--- src/rtl/seq_detect_param_if.sv ---
// Serial pattern detector bus: data/valid, configuration load and result outputs.
// The master side drives stimulus and configuration; the slave side is the detector.
interface seq_detect_param_if #(
   parameter int MAX_LEN = 8,
   parameter int LEN_W   = 4,
   parameter int CNT_W   = 8
);
   logic               en;
   logic               din;
   logic               cfg_load;
   logic [MAX_LEN-1:0] pat;
   logic [LEN_W-1:0]   pat_len;
   logic               ovl;
   logic               flag;
   logic               cfg_err;
   logic [CNT_W-1:0]   match_cnt;

   modport master (
      output en, din, cfg_load, pat, pat_len, ovl,
      input  flag, cfg_err, match_cnt
   );

   modport slave (
      input  en, din, cfg_load, pat, pat_len, ovl,
      output flag, cfg_err, match_cnt
   );
endinterface

--- src/rtl/seq_detect_param.sv ---
// Parametrised serial pattern detector, all state on the falling clock edge.
// Matches a runtime-loadable pattern of 1..MAX_LEN bits, overlapping or not.
// Optional saturating match counter enabled by defining SEQ_DET_CNT_EN;
// without it match_cnt is tied to zero.
//
//  state | meaning
//  ------+----------------------------------------------------------
//  FILL  | fewer than len_q-1 bits collected; no match possible yet
//  HUNT  | enough history; every valid bit is a match candidate
module seq_detect_param #(
   parameter int                 MAX_LEN = 8,
   parameter int                 LEN_W   = 4,
   parameter logic [MAX_LEN-1:0] DEF_PAT = MAX_LEN'(3'b110),
   parameter int                 DEF_LEN = 3,
   parameter int                 CNT_W   = 8
) (
   input logic              clk,
   input logic              rst_n,
   seq_detect_param_if.slave bus
);

   typedef enum logic {FILL = 1'b0, HUNT = 1'b1} state_t;

   localparam int FW = LEN_W + 1;

   state_t             state_q, state_d;
   logic [MAX_LEN-1:0] hist_q, hist_d, hist_next, mask, pat_q, pat_d;
   logic [LEN_W-1:0]   fill_q, fill_d, fill_sat, len_q, len_d;
   logic [FW-1:0]      fill_p1;
   logic               ovl_q, ovl_d;
   logic               flag_q, flag_d, err_q, err_d;
   logic               hit, cfg_valid;

   // Shared datapath terms: candidate history, length mask, fill arithmetic.
   always_comb begin
      hist_next = {hist_q[MAX_LEN-2:0], bus.din};
      fill_p1   = {1'b0, fill_q} + FW'(1);
      fill_sat  = (fill_q == LEN_W'(MAX_LEN)) ? fill_q : fill_q + LEN_W'(1);
      cfg_valid = (bus.pat_len != '0) && (bus.pat_len <= LEN_W'(MAX_LEN));
      mask      = '0;
      for (int i = 0; i < MAX_LEN; i++) begin
         mask[i] = (LEN_W'(i) < len_q);
      end
   end

   // Next-state, history and configuration update; cfg_load outranks en.
   always_comb begin
      state_d = state_q;
      hist_d  = hist_q;
      fill_d  = fill_q;
      pat_d   = pat_q;
      len_d   = len_q;
      ovl_d   = ovl_q;
      flag_d  = 1'b0;
      err_d   = 1'b0;
      hit     = 1'b0;
      if (bus.cfg_load) begin
         if (cfg_valid) begin
            pat_d   = bus.pat;
            len_d   = bus.pat_len;
            ovl_d   = bus.ovl;
            hist_d  = '0;
            fill_d  = '0;
            // A one-bit pattern needs no history, so it lives in HUNT.
            state_d = (bus.pat_len == LEN_W'(1)) ? HUNT : FILL;
         end else begin
            err_d = 1'b1;
         end
      end else if (bus.en) begin
         hit    = (fill_p1 >= {1'b0, len_q}) && ((hist_next & mask) == (pat_q & mask));
         flag_d = hit;
         case (state_q)
            FILL: begin
               hist_d = hist_next;
               fill_d = fill_sat;
               if ((fill_p1 + FW'(1)) >= {1'b0, len_q}) state_d = HUNT;
            end
            HUNT: begin
               if (hit && !ovl_q) begin
                  hist_d  = '0;
                  fill_d  = '0;
                  state_d = (len_q == LEN_W'(1)) ? HUNT : FILL;
               end else begin
                  hist_d = hist_next;
                  fill_d = fill_sat;
               end
            end
            default: state_d = FILL;
         endcase
      end
   end

   // State and configuration registers with synchronous active-low reset.
   always_ff @(negedge clk) begin
      if (!rst_n) begin
         state_q <= (DEF_LEN == 1) ? HUNT : FILL;
         hist_q  <= '0;
         fill_q  <= '0;
         pat_q   <= DEF_PAT;
         len_q   <= LEN_W'(DEF_LEN);
         ovl_q   <= 1'b1;
         flag_q  <= 1'b0;
         err_q   <= 1'b0;
      end else begin
         state_q <= state_d;
         hist_q  <= hist_d;
         fill_q  <= fill_d;
         pat_q   <= pat_d;
         len_q   <= len_d;
         ovl_q   <= ovl_d;
         flag_q  <= flag_d;
         err_q   <= err_d;
      end
   end

   assign bus.flag    = flag_q;
   assign bus.cfg_err = err_q;

`ifdef SEQ_DET_CNT_EN
   logic [CNT_W-1:0] cnt_q;
   logic             cnt_clr;

   assign cnt_clr = bus.cfg_load && cfg_valid;

   // Saturating hit counter, cleared by reset and by an accepted reconfiguration.
   always_ff @(negedge clk) begin
      if (!rst_n) begin
         cnt_q <= '0;
      end else if (cnt_clr) begin
         cnt_q <= '0;
      end else if (hit && (cnt_q != '1)) begin
         cnt_q <= cnt_q + CNT_W'(1);
      end
   end

   assign bus.match_cnt = cnt_q;
`else
   assign bus.match_cnt = CNT_W'(0);
`endif

endmodule

--- src/flat_wrapper.sv ---
// flat-port wrapper written by rule: the top's interface ports become plain ports
module seq_detect_param_flat 
#(
   parameter int                 MAX_LEN = 8,
   parameter int                 LEN_W   = 4,
   parameter logic [MAX_LEN-1:0] DEF_PAT = MAX_LEN'(3'b110),
   parameter int                 DEF_LEN = 3,
   parameter int                 CNT_W   = 8
)
  (clk, rst_n, bus_en, bus_din, bus_cfg_load, bus_pat, bus_pat_len, bus_ovl, bus_flag, bus_cfg_err, bus_match_cnt);
  seq_detect_param_if #(.MAX_LEN(MAX_LEN), .LEN_W(LEN_W), .CNT_W(CNT_W)) bus_i ();
  input logic clk;
  input logic rst_n;
  input wire logic [$bits(bus_i.en)-1:0] bus_en;
  input wire logic [$bits(bus_i.din)-1:0] bus_din;
  input wire logic [$bits(bus_i.cfg_load)-1:0] bus_cfg_load;
  input wire logic [$bits(bus_i.pat)-1:0] bus_pat;
  input wire logic [$bits(bus_i.pat_len)-1:0] bus_pat_len;
  input wire logic [$bits(bus_i.ovl)-1:0] bus_ovl;
  output wire logic [$bits(bus_i.flag)-1:0] bus_flag;
  output wire logic [$bits(bus_i.cfg_err)-1:0] bus_cfg_err;
  output wire logic [$bits(bus_i.match_cnt)-1:0] bus_match_cnt;
  assign bus_i.en = bus_en;
  assign bus_i.din = bus_din;
  assign bus_i.cfg_load = bus_cfg_load;
  assign bus_i.pat = bus_pat;
  assign bus_i.pat_len = bus_pat_len;
  assign bus_i.ovl = bus_ovl;
  assign bus_flag = bus_i.flag;
  assign bus_cfg_err = bus_i.cfg_err;
  assign bus_match_cnt = bus_i.match_cnt;
  seq_detect_param #(.MAX_LEN(MAX_LEN), .LEN_W(LEN_W), .DEF_PAT(DEF_PAT), .DEF_LEN(DEF_LEN), .CNT_W(CNT_W)) u_core (.clk(clk), .rst_n(rst_n), .bus(bus_i));
endmodule
--- config.mk ---
export PLATFORM = sky130hd
export DESIGN_NAME = seq_detect_param_flat
export DESIGN_NICKNAME = d
export VERILOG_FILES = /design/src/rtl/seq_detect_param_if.sv /design/src/rtl/seq_detect_param.sv /design/src/flat_wrapper.sv
export SDC_FILE = /design/constraint.sdc
export NUM_CORES = 1
export LEC_CHECK = 0
export ABC_CLOCK_PERIOD_IN_PS = 2600
export BUFFER_PORTS_ARGS = -buffer_cell sky130_fd_sc_hd__buf_4
export CAP_MARGIN = 30
export CORE_MARGIN = 8
export CORE_UTILIZATION = 40
export DETAILED_ROUTE_END_ITERATION = 6
export SLEW_MARGIN = 40
export SYNTH_ARGS = -nofsm -noshare
export SYNTH_HDL_FRONTEND = slang
export SYNTH_SLANG_ARGS = --single-unit
--- constraint.sdc ---
create_clock -name clk -period 2.6 [get_ports clk]
set_clock_uncertainty 0.05 [all_clocks]
set_input_delay 0.52 -clock clk [delete_from_list [all_inputs] [get_ports clk]]
set_output_delay 0.52 -clock clk [all_outputs]
set_load 0.05 [all_outputs]
# Word-level counts from Yosys, hierarchy flattened
# Index checks and enable logic that the tools add are counted.
[totals]
register_bits = 27
inputBits = 18
elab_cells = 62
[classes]
addsub = 3
n_lt_le_gt_ge = 11
eq_ne = 5
muxes = 20
bitwise = 5
n_reduce_logical = 10
[op_table]
columns = ["operator", "count"]
rows = [
  ["7-bit 2-to-1 mux", 4],
  ["4-bit 2-to-1 mux", 5],
  ["8-bit bitwise AND", 2],
  ["3-bit by 4-bit less-than comparator with 1-bit output (first input constant)", 4],
  ["7-bit case mux with 2 select lines", 1],
  ["5-bit by 4-bit greater-or-equal comparator with 1-bit output", 2],
  ["4-bit by 1-bit == test with 1-bit output (second input constant)", 2],
  ["8-bit == test", 1],
  ["1-bit by 4-bit less-than comparator with 1-bit output (first input constant)", 2],
  ["2-bit by 4-bit less-than comparator with 1-bit output (first input constant)", 2],
  ["1-bit 2-to-1 mux", 8],
  ["4-bit case mux with 2 select lines", 1],
  ["2-bit AND reduction", 3],
  ["4-bit by 1-bit adder with 5-bit output (second input constant)", 1],
  ["5-bit by 1-bit adder with 5-bit output (second input constant)", 1],
  ["4-bit by 1-bit adder with 4-bit output (second input constant)", 1],
  ["4-bit == test (second input constant)", 1],
  ["4-bit <= comparator (second input constant)", 1],
  ["4-bit nonzero test", 1],
  ["1-bit logical AND", 3],
  ["1-bit NOT", 3],
  ["3-bit OR reduction", 1],
  ["2-bit by 1-bit != test with 1-bit output (second input constant)", 1],
  ["1-bit case mux with 2 select lines", 1],
  ["other kinds (2)", 2],
]

# Longest topological paths before layout
# Gate-level depths: netlist (run 1).
[logic_depth]
depth_word = 9
depth_mapped = 10
ltp_nobuf = 10

==> parameters.txt, run 1 <==
Parameter                              Value

Job
  Max Cap Viol    0

Placement
  Worst Setup Slack post-DPL    -616 ps
  Final GP Congestion    between 0.8 and 0.9
  HPWL after detailed placement    approximately 2900 um
  Count of input and output buffers    19

Cells and area
  Final Net Count    between 200 and 300
  Layout overhead on the synthesized area    39.8%
  Most common cell after layout, fill and taps aside    inv_1
  Highest-count cells in the layout ignoring fill and taps    34 x inv_1, 33 x buf_4, 25 x dfxtp_1
  Fraction of final layout cells with drive strength greater than 1    between 20% and 30%
  # diodes    0

Timing
  Worst slew margin relative to its limit    65.2%
  Final-report setup violation count    19
  Number of pins exceeding their max-slew limit in the final report    0
  Number of hold violations in the final report    0
  PnR worst setup slack    -231 ps
  RSZ-0062 raised after global routing    yes
  Slew of the pin with the lowest slew margin    ~520 ps

Synthesis
  Post-synth EDFFs    0
  Cell type with the highest aggregate area in the netlist    dfxtp_1
  Synth top area cells    dfxtp_1 34%, ha_1 9.5%, mux2i_1 7.6%
  Per-instance average area after synthesis    ~9.4 um2
  Fraction of synthesis flops using an asynchronous set or reset pin    0%
  Sequential cell area fraction in the yosys report    around a third
  Number of cells produced by synthesis    about 170
  Seq cells post-synth    27
  Most frequently used flop master after synthesis    dfxtp_1
  Share of Yosys cell area claimed by the top area cell type    between 30% and 40%
  Post-synthesis cell area    ~1600 um2
  Number of warning messages in the yosys log    0
  Distinct cell type count of the synthesized netlist    42

GRT
  Largest net degree at the start of global routing    17
  Initial antenna violation count    0
  Overflow left after global routing    0
  Total global-route track usage    13.6%
  First-pass GRT wire length    7000 um
  Vias in the first global route    between 1500 and 2000

Min path
  Hold crit path type    reg -> reg

Detailed routing
  Iteration-0 DRC count of the detailed router    61
  WL/cell    14.0 um
  First-pass DRT Iterations    5
  Total vias in the final route    between 1000 and 1500
  Drt total wl    about 4000 um
  Antenna viol nets, final    0
  # DRC    0
  Number of vias per cell after detailed routing    ~4.9

Critical path
  Setup crit end kind    register
  Required time worst endpoint    1490 ps
  Path type of the worst setup path    in -> reg
  Worst-path fanout max    7
  Data arrival time of the worst path    roughly 1700 ps
  Critical path startpoint category    primary input

CTS
  CTS clock-pin slew for the worst setup and hold paths    about 50 ps
  Number of hold buffers added after CTS    0
  Buffer cell driving the clock tree root    clkbuf_8
  Number of buffers added by the clock tree synthesis step    3
  Number of buffers on the longest clock path    2
  Clock sink count    27
  Clock insertion delay at the later pin of the skew report    between 300 and 400 ps
  H-tree depth reported by CTS    1
  TritonCTS clock tree    yes

Die
  Starting Density    40.5%
  Horizontal extent of the die    ~79 um
  Area of the die    slightly above 6000 um2
  Die span in y    between 70 and 80 um
  # IOs    28
  Core region area    about 4000 um2
  Standard-cell rows    23

Pwr
  Power consumption    between 0.001 and 0.0015 W
  Worst VDD drop    approximately 0.27 mV
  Power density over the cells    492 nW/um2
  Leakage power total    about 1.1 nW

Run status
  Violated checks    negative setup slack
  Outcome    finished, violations left
[layout make-up]
class | count | area (um2)
tap | 50 | 62.6
clock inverter | 28 | 110
sequential | 27 | 543
multi-input combinational | 128 | 1030
timing repair buffer | 44 | 403
inverter | 7 | 26.3
fill | 358 | 1700
clock buffer | 3 | 41.3
[power breakdown]
part | switching [W] | internal, W | total, W
sequential | 0.0000198 | 0.000433 | 0.000452
clock | 0.000244 | 0.000165 | 0.000409
combinational | 0.000115 | 0.000115 | 0.000230
total | 0.000379 | 0.000712 | 0.00109
[routing by layer]
layer  vias up  track usage, %  wire [um]
li1        712               -          -
met2        25            24.3       2180
met3         2            3.72         97
met1       674            14.9       1720
met4         0            5.37         17
met5         -               0          0
[repair_timing]
item,CTS,global route
endpoints found under the setup margin,26,27
resized for setup,21,2
cloned,2,0
buffers inserted,3,0
pin swaps,13,3
[Yosys cell counts, drive strengths merged, types with 2 or more instances]
library cell  number
ha                12
nor2b              7
xnor2             12
a21oi              3
o22ai              2
nand2b             2
nand3              2
nand3b             3
o21ai              6
dfxtp             27
inv                8
nand2             21
a21o               2
and3               3
nor3b              2
a31oi              2
buf               12
a22o               7
nor3               2
nor2               6
mux2i             12
[registers in the layout, summed over array words and instances (netlist names)]
register            count
u_core.ovl_q            1
u_core.len_q            4
u_core.bus.flag         1
u_core.state_q          1
u_core.pat_q            8
u_core.hist_q           7
u_core.bus.cfg_err      1
u_core.fill_q           4
[worst max-delay path: stages]
cell	delay [ps]
buf_8	100
xnor2_4	120
o22ai_2	90
a2111oi_4	260
a41oi_2	190
buf_6	180
a22o_2	250
[logic make-up (layout without fill, tap and decap cells)]
kind of cell    count (synthesis)  in the layout  share of synthesized area (%)
fa+ha+maj                      12             12                           9.47
mux                            12             12                           7.58
simple gates                   52             52                           17.1
buf+inv                        21             82                           8.21
flops                          27             27                           34.1
other cells                     1              8                          0.237
xor+xnor                       13             13                           7.18
compound gates                 31             31                           16.1
[metrics by stage]
stage / hold WS (ps) / util [%] / setup TNS (ps) / std cells / cell area, um2
floorplan: 413 / - / -7250 / 176 / 1680
global placement: 435 / 49.4 / -11090 / 252 / 1930
detailed placement: 455 / 49.4 / -12010 / 252 / 1930
CTS: 470 / 56.6 / -2710 / 287 / 2210
global route: 489 / 56.6 / -4420 / 287 / 2220
finish: 461 / 56.6 / -2590 / 287 / 2220
[final timing paths]
path	from	end	slack, ps	depth (start not counted)
hold / removal	u_core.pat_q[1]	u_core.pat_q[1]	460	2
setup / recovery	bus_din	u_core.hist_q[2]	-230	7
hold reg to reg	u_core.pat_q[1]	u_core.pat_q[1]	460	2
setup reg to reg	u_core.fill_q[2]	u_core.hist_q[2]	50	9
(Power assumes the default switching activity.)
==> inputs of run 2 (changes only) <==
CORE_UTILIZATION = 50   (was 40)
PLACE_DENSITY = 0.83   (was unset)
==> parameters.txt, run 2 (synthesis gave the netlist of run 1 again) <==
Parameter                              Value

Run status
  Outcome    finished, violations left (unchanged)
  Violated checks    negative setup slack (unchanged)

Die
  Standard-cell rows    20 (was 23)
  Die span in y    72.3 um (was 79.0 um)
  Starting Density    52.4% (was 40.5%)
  Horizontal extent of the die    72.3 um (was 79.0 um)
  Core region area    3030 um2 (was 3910 um2)
  # IOs    28 (unchanged)
  Area of the die    5230 um2 (was 6230 um2)

Job
  Max Cap Viol    0 (unchanged)

Timing
  PnR worst setup slack    -196 ps (was -231 ps)
  RSZ-0062 raised after global routing    yes (unchanged)
  Number of pins exceeding their max-slew limit in the final report    0 (unchanged)
  Final-report setup violation count    26 (was 19)
  Slew of the pin with the lowest slew margin    542 ps (was 516 ps)
  Worst slew margin relative to its limit    63.5% (was 65.2%)
  Number of hold violations in the final report    0 (unchanged)

Placement
  Final GP Congestion    0.856 (was 0.811)
  Cell count after placement    246 (was 252)
  Count of input and output buffers    19 (unchanged)
  HPWL after detailed placement    2830 um (was 2870 um)

Cells and area
  Top flop regs    u_core.pat_q (8), u_core.hist_q (7) (unchanged)
  Largest register by flop count    u_core.pat_q (unchanged)
  Layout overhead on the synthesized area    38.1% (was 39.8%)
  Core occupancy in the finished layout    72.3% (was 56.6%)
  Final Net Count    270 (was 268)
  Highest-count cells in the layout ignoring fill and taps    35 x inv_1, 35 x buf_4, 25 x dfxtp_1 (was 34 x inv_1, 33 x buf_4, 25 x dfxtp_1)
  Max reg flops    8 (unchanged)
  Fraction of final layout cells with drive strength greater than 1    27.6% (was 28.3%)
  Post-Layout Cell Count    283 (was 287)
  # diodes    0 (unchanged)

Pwr
  Worst VDD drop    0.348 mV (was 0.268 mV)
  Leakage power total    1.12 nW (about the same)
  Power density over the cells    469 nW/um2 (was 492 nW/um2)

Critical path
  Path depth of the worst reg2reg path    9 (unchanged)
  Worst-path fanout max    7 (unchanged)
  Required time worst endpoint    1520 ps (was 1490 ps)
  Critical path startpoint category    primary input (unchanged)
  Critical path endpoint    u_core.hist_q[2] (unchanged)
  Start point of the critical path    bus_din (unchanged)
  Reg2Reg Launch Point    u_core.fill_q[2] (unchanged)
  Endpoint of the lowest-slack register-to-register path    u_core.hist_q[2] (unchanged)
  Path type of the worst setup path    in -> reg (unchanged)
  Data arrival time of the worst path    1720 ps (about the same)
  Setup crit end kind    register (unchanged)
  Reg2Reg Setup Slack    -130 ps (was 50 ps)

GRT
  First-pass GRT wire length    6890 um (was 7000 um)
  Initial antenna violation count    0 (unchanged)
  Total global-route track usage    16.2% (was 13.6%)
  Overflow left after global routing    0 (unchanged)
  Vias in the first global route    1615 (was 1589)
  Largest net degree at the start of global routing    15 (was 17)

CTS
  TritonCTS clock tree    yes (unchanged)
  Clock sink count    27 (unchanged)
  Buffer cell driving the clock tree root    clkbuf_4 (was clkbuf_8)
  Number of buffers added by the clock tree synthesis step    3 (unchanged)
  Clock insertion delay at the later pin of the skew report    420 ps (was 360 ps)
  H-tree depth reported by CTS    1 (unchanged)
  CTS clock-pin slew for the worst setup and hold paths    70 ps (was 50 ps)
  Number of buffers on the longest clock path    2 (unchanged)

Detailed routing
  Total vias in the final route    1521 (was 1413)
  WL/cell    15.1 um (was 14.0 um)
  First-pass DRT Iterations    6 (was 5)
  Number of vias per cell after detailed routing    5.37 (was 4.92)
  Antenna viol nets, final    0 (unchanged)
  Iteration-0 DRC count of the detailed router    92 (was 61)
  # DRC    0 (unchanged)
  Drt total wl    4280 um (was 4020 um)

Min path
  Hold crit path type    reg -> reg (unchanged)
==> run 2: cell types whose count changed in the layout (fill, tap and decap cells not counted), sizes merged <==
cell,delta
clkinv,-1
buf,+2
inv,+1
==> run 2: timing repair <==
item	in CTS	in global routing
buffers inserted	2	3
setup endpoints to repair	26	27
pin swaps	13	8
hold buffers	0	0
gates resized for setup	17	4
cloned	2	0
==> run 2: area by class of cell <==
| type | count | area [um2] |
|---|---|---|
| flip-flops and latches | 27 | 543 |
| multi-input cells | 128 | 1020 |
| clock inverters | 28 | 105 |
| inverters | 7 | 26.3 |
| clock buffers | 3 | 22.5 |
| repair buffers | 46 | 414 |
| well taps | 44 | 55.1 |
| fillers | 197 | 838 |
==> run 2: critical path, cell delays in order <==
cell       delay (ps)
buf_8             100
xnor2_4           120
o22ai_2            90
a2111oi_4         260
a41oi_2           190
buf_6             180
a22o_2            250
==> run 2: layer usage <==
metal  global-route usage [%]  part of all wire [%]  up-vias
li1                         -                     -      721
met1                     16.6                    38      717
met2                     28.7                    54       70
met3                     4.68                   6.0       13
met4                     9.07                   1.8        0
met5                        0                     0        -
==> run 2: report_power, final <==
part / leakage (nW) / total [W] / internal [W] / switching, W
clock: 0.163 / 0.000340 / 0.000110 / 0.000230
combinational: 0.740 / 0.000236 / 0.000117 / 0.000119
sequential: 0.221 / 0.000451 / 0.000431 / 0.0000195
==> run 2: worst min-delay path by stage <==
stage | depth (start not counted) | slack [ps] | end | startpoint
6_report | 1 | 460 | u_core.hist_q[6] | u_core.hist_q[5]
5_1_grt | 1 | 500 | u_core.hist_q[6] | u_core.hist_q[5]
4_1_cts | 1 | 470 | u_core.hist_q[5] | u_core.hist_q[5]
3_5_place_dp | 1 | 460 | u_core.hist_q[6] | u_core.hist_q[6]
3_3_place_gp | 2 | 450 | u_core.fill_q[3] | u_core.fill_q[3]
2_1_floorplan | 1 | 410 | u_core.hist_q[6] | u_core.hist_q[6]
==> run 2: per-stage QoR <==
stage	hold WS, ps	setup TNS [ps]	power, W	cell area (um2)	setup slack, ps
6_report	460	-2310	0.00103	2190	-196
5_1_grt	496	-3540	0.00110	2190	-277
4_1_cts	473	-1760	0.00102	2160	-174
3_5_place_dp	463	-12940	0.000730	1930	-607
3_3_place_gp	449	-10930	0.000720	1930	-554
2_1_floorplan	413	-7250	0.000668	1680	-380
==> inputs of run 3 (changes only) <==
CORE_ASPECT_RATIO = 0.5   (was unset)
SETUP_SLACK_MARGIN = 0.2   (was unset)
==> parameters.txt, run 3 (synthesis gave the netlist of run 1 again) <==
Parameter                              Value

Placement
  HPWL after detailed placement    3070 um (was 2830 um)
  Final GP Congestion    0.815 (was 0.856)
  Instance area after placement    1920 um2 (was 1930 um2)
  Count of input and output buffers    19 (unchanged)
  Cell count after placement    243 (was 246)

CTS
  Buffer cell driving the clock tree root    clkbuf_8 (was clkbuf_4)
  Number of buffers on the longest clock path    2 (unchanged)
  Clock insertion delay at the later pin of the skew report    400 ps (was 420 ps)
  Clock sink count    27 (unchanged)
  TritonCTS clock tree    yes (unchanged)
  H-tree depth reported by CTS    1 (unchanged)
  CTS clock-pin slew for the worst setup and hold paths    40 ps (was 70 ps)
  Number of buffers added by the clock tree synthesis step    3 (unchanged)
  Number of hold buffers added after CTS    0 (unchanged)

Critical path
  Worst path bufs/invs    2 (unchanged)
  Delay-heaviest family, CP    compound AO/OA/AOI/OAI gates (unchanged)
  Required time worst endpoint    1490 ps (was 1520 ps)
  Crit path cell chain    buf_8, xnor2_4, o22ai_2, a2111oi_4, a41oi_2, buf_4, a22o_1 (was buf_8, xnor2_4, o22ai_2, a2111oi_4, a41oi_2, buf_6, a22o_2)
  Highest-delay cell along the critical path    a2111oi_4 (unchanged)
  Worst-path fanout max    3 (was 7)
  Path type of the worst setup path    in -> reg (unchanged)
  Max incr delay on CP    310 ps (was 260 ps)
  Setup crit end kind    register (unchanged)
  Critical path startpoint category    primary input (unchanged)
  Data arrival time of the worst path    1820 ps (was 1720 ps)

Detailed routing
  Total vias in the final route    1668 (was 1521)
  Antenna viol nets, final    0 (unchanged)
  # DRC    0 (unchanged)
  Number of vias per cell after detailed routing    5.94 (was 5.37)
  Iteration-0 DRC count of the detailed router    194 (was 92)
  First-pass DRT Iterations    5 (was 6)
  Drt total wl    5940 um (was 4280 um)
  WL/cell    21.1 um (was 15.1 um)

Timing
  Setup Total Neg Slack    -5000 ps (was -2310 ps)
  Number of hold violations in the final report    0 (unchanged)
  Hold WS    479 ps (was 460 ps)
  Final-report setup violation count    28 (was 26)
  RSZ-0062 raised after global routing    yes (unchanged)
  Worst slew margin relative to its limit    62.5% (was 63.5%)
  Slew of the pin with the lowest slew margin    557 ps (was 542 ps)
  Number of pins exceeding their max-slew limit in the final report    0 (unchanged)
  PnR worst setup slack    -335 ps (was -196 ps)

Die
  # IOs    28 (unchanged)
  Core region area    3010 um2 (was 3030 um2)
  Standard-cell rows    14 (was 20)
  Horizontal extent of the die    95.6 um (was 72.3 um)
  Die span in y    55.8 um (was 72.3 um)
  Area of the die    5340 um2 (was 5230 um2)
  Starting Density    52.6% (was 52.4%)

GRT
  Initial antenna violation count    0 (unchanged)
  Largest net degree at the start of global routing    15 (unchanged)
  First-pass GRT wire length    8380 um (was 6890 um)
  Vias in the first global route    1811 (was 1615)
  Total global-route track usage    19.8% (was 16.2%)
  Overflow left after global routing    0 (unchanged)

Cells and area
  Layout overhead on the synthesized area    42.5% (was 38.1%)
  Final Net Count    272 (was 270)
  Layout Cell Area excl Fill    2260 um2 (was 2190 um2)
  Top flop regs    u_core.pat_q (8), u_core.hist_q (7) (unchanged)
  # diodes    0 (unchanged)
  Post-Layout Cell Count    281 (was 283)
  Fraction of final layout cells with drive strength greater than 1    32.0% (was 27.6%)
  Highest-count cells in the layout ignoring fill and taps    35 x inv_1, 35 x buf_4, 25 x dfxtp_1 (unchanged)
  Largest register by flop count    u_core.pat_q (unchanged)
  Max reg flops    8 (unchanged)

Job
  Max Cap Viol    0 (unchanged)

Run status
  Violated checks    negative setup slack (unchanged)
  Outcome    finished, violations left (unchanged)

Pwr
  Leakage power total    1.11 nW (was 1.12 nW)
  Power consumption    0.00118 W (was 0.00103 W)
  Power density over the cells    524 nW/um2 (was 469 nW/um2)
  Worst VDD drop    0.527 mV (was 0.348 mV)

Min path
  Hold crit path type    reg -> reg (unchanged)
run 3: changes by cell type in the layout (fill, tap and decap cells not counted), sizes merged:
cell    change
buf         +3
clkbuf      -1
run 3: worst reg2reg max path, delay by kind of cell, from the launching register on:
kind                     cells  cell delay [ps]
AO/OA/AOI/OAI                4             1050
XOR/XNOR                     1              390
adder cells (fa/ha/maj)      2              400
buffers and inverters        1              200
flip-flops                   1              480
AND/OR/NAND/NOR              1              110
run 3: final timing paths:
path / from / endpoint / slack (ps) / depth (start not counted)
max: bus_din / u_core.hist_q[6] / -330 / 7
min reg2reg: u_core.hist_q[4] / u_core.hist_q[4] / 480 / 1
max reg2reg: u_core.fill_q[2] / u_core.hist_q[6] / -180 / 9
min: u_core.hist_q[4] / u_core.hist_q[4] / 480 / 1
run 3: repair_timing:
| action | 4_1_cts | 5_1_grt |
|---|---|---|
| setup buffers | 2 | 6 |
| endpoints found under the hold margin | 0 | 0 |
| endpoints found under the setup margin | 28 | 28 |
| pin swaps | 11 | 5 |
| resized for setup | 22 | 13 |
run 3: stage by stage:
step / util, % / worst slack, ps
after floorplan: - / -380
after global placement: 63.7 / -545
after detailed placement: 63.7 / -618
after global routing: 75.0 / -354
after CTS: 71.6 / -206
final: 75.0 / -335
run 3: report_power, final:
part | switching, W | total, W | internal (W)
Clock | 0.000301 | 0.000463 | 0.000162
Sequential | 0.0000250 | 0.000457 | 0.000432
Combinational | 0.000141 | 0.000265 | 0.000124
Total | 0.000466 | 0.00118 | 0.000718
run 3: layout make-up:
| class | instances | area (um2) |
|---|---|---|
| sequential | 27 | 543 |
| multi-input combinational | 128 | 1070 |
| clock inverter | 28 | 105 |
| tap | 40 | 50.0 |
| clock buffer | 3 | 41.3 |
| timing repair buffer | 48 | 424 |
| fill | 174 | 753 |
| inverter | 7 | 26.3 |
run 3: metal layers:
metal | wire length [um] | GRT usage [%] | vias to the layer above
met1 | 2290 | 20.4 | 775
met5 | 0 | 0 | -
met2 | 2730 | 32.3 | 142
met4 | 249 | 12.4 | 0
li1 | - | - | 723
met3 | 670 | 8.61 | 28
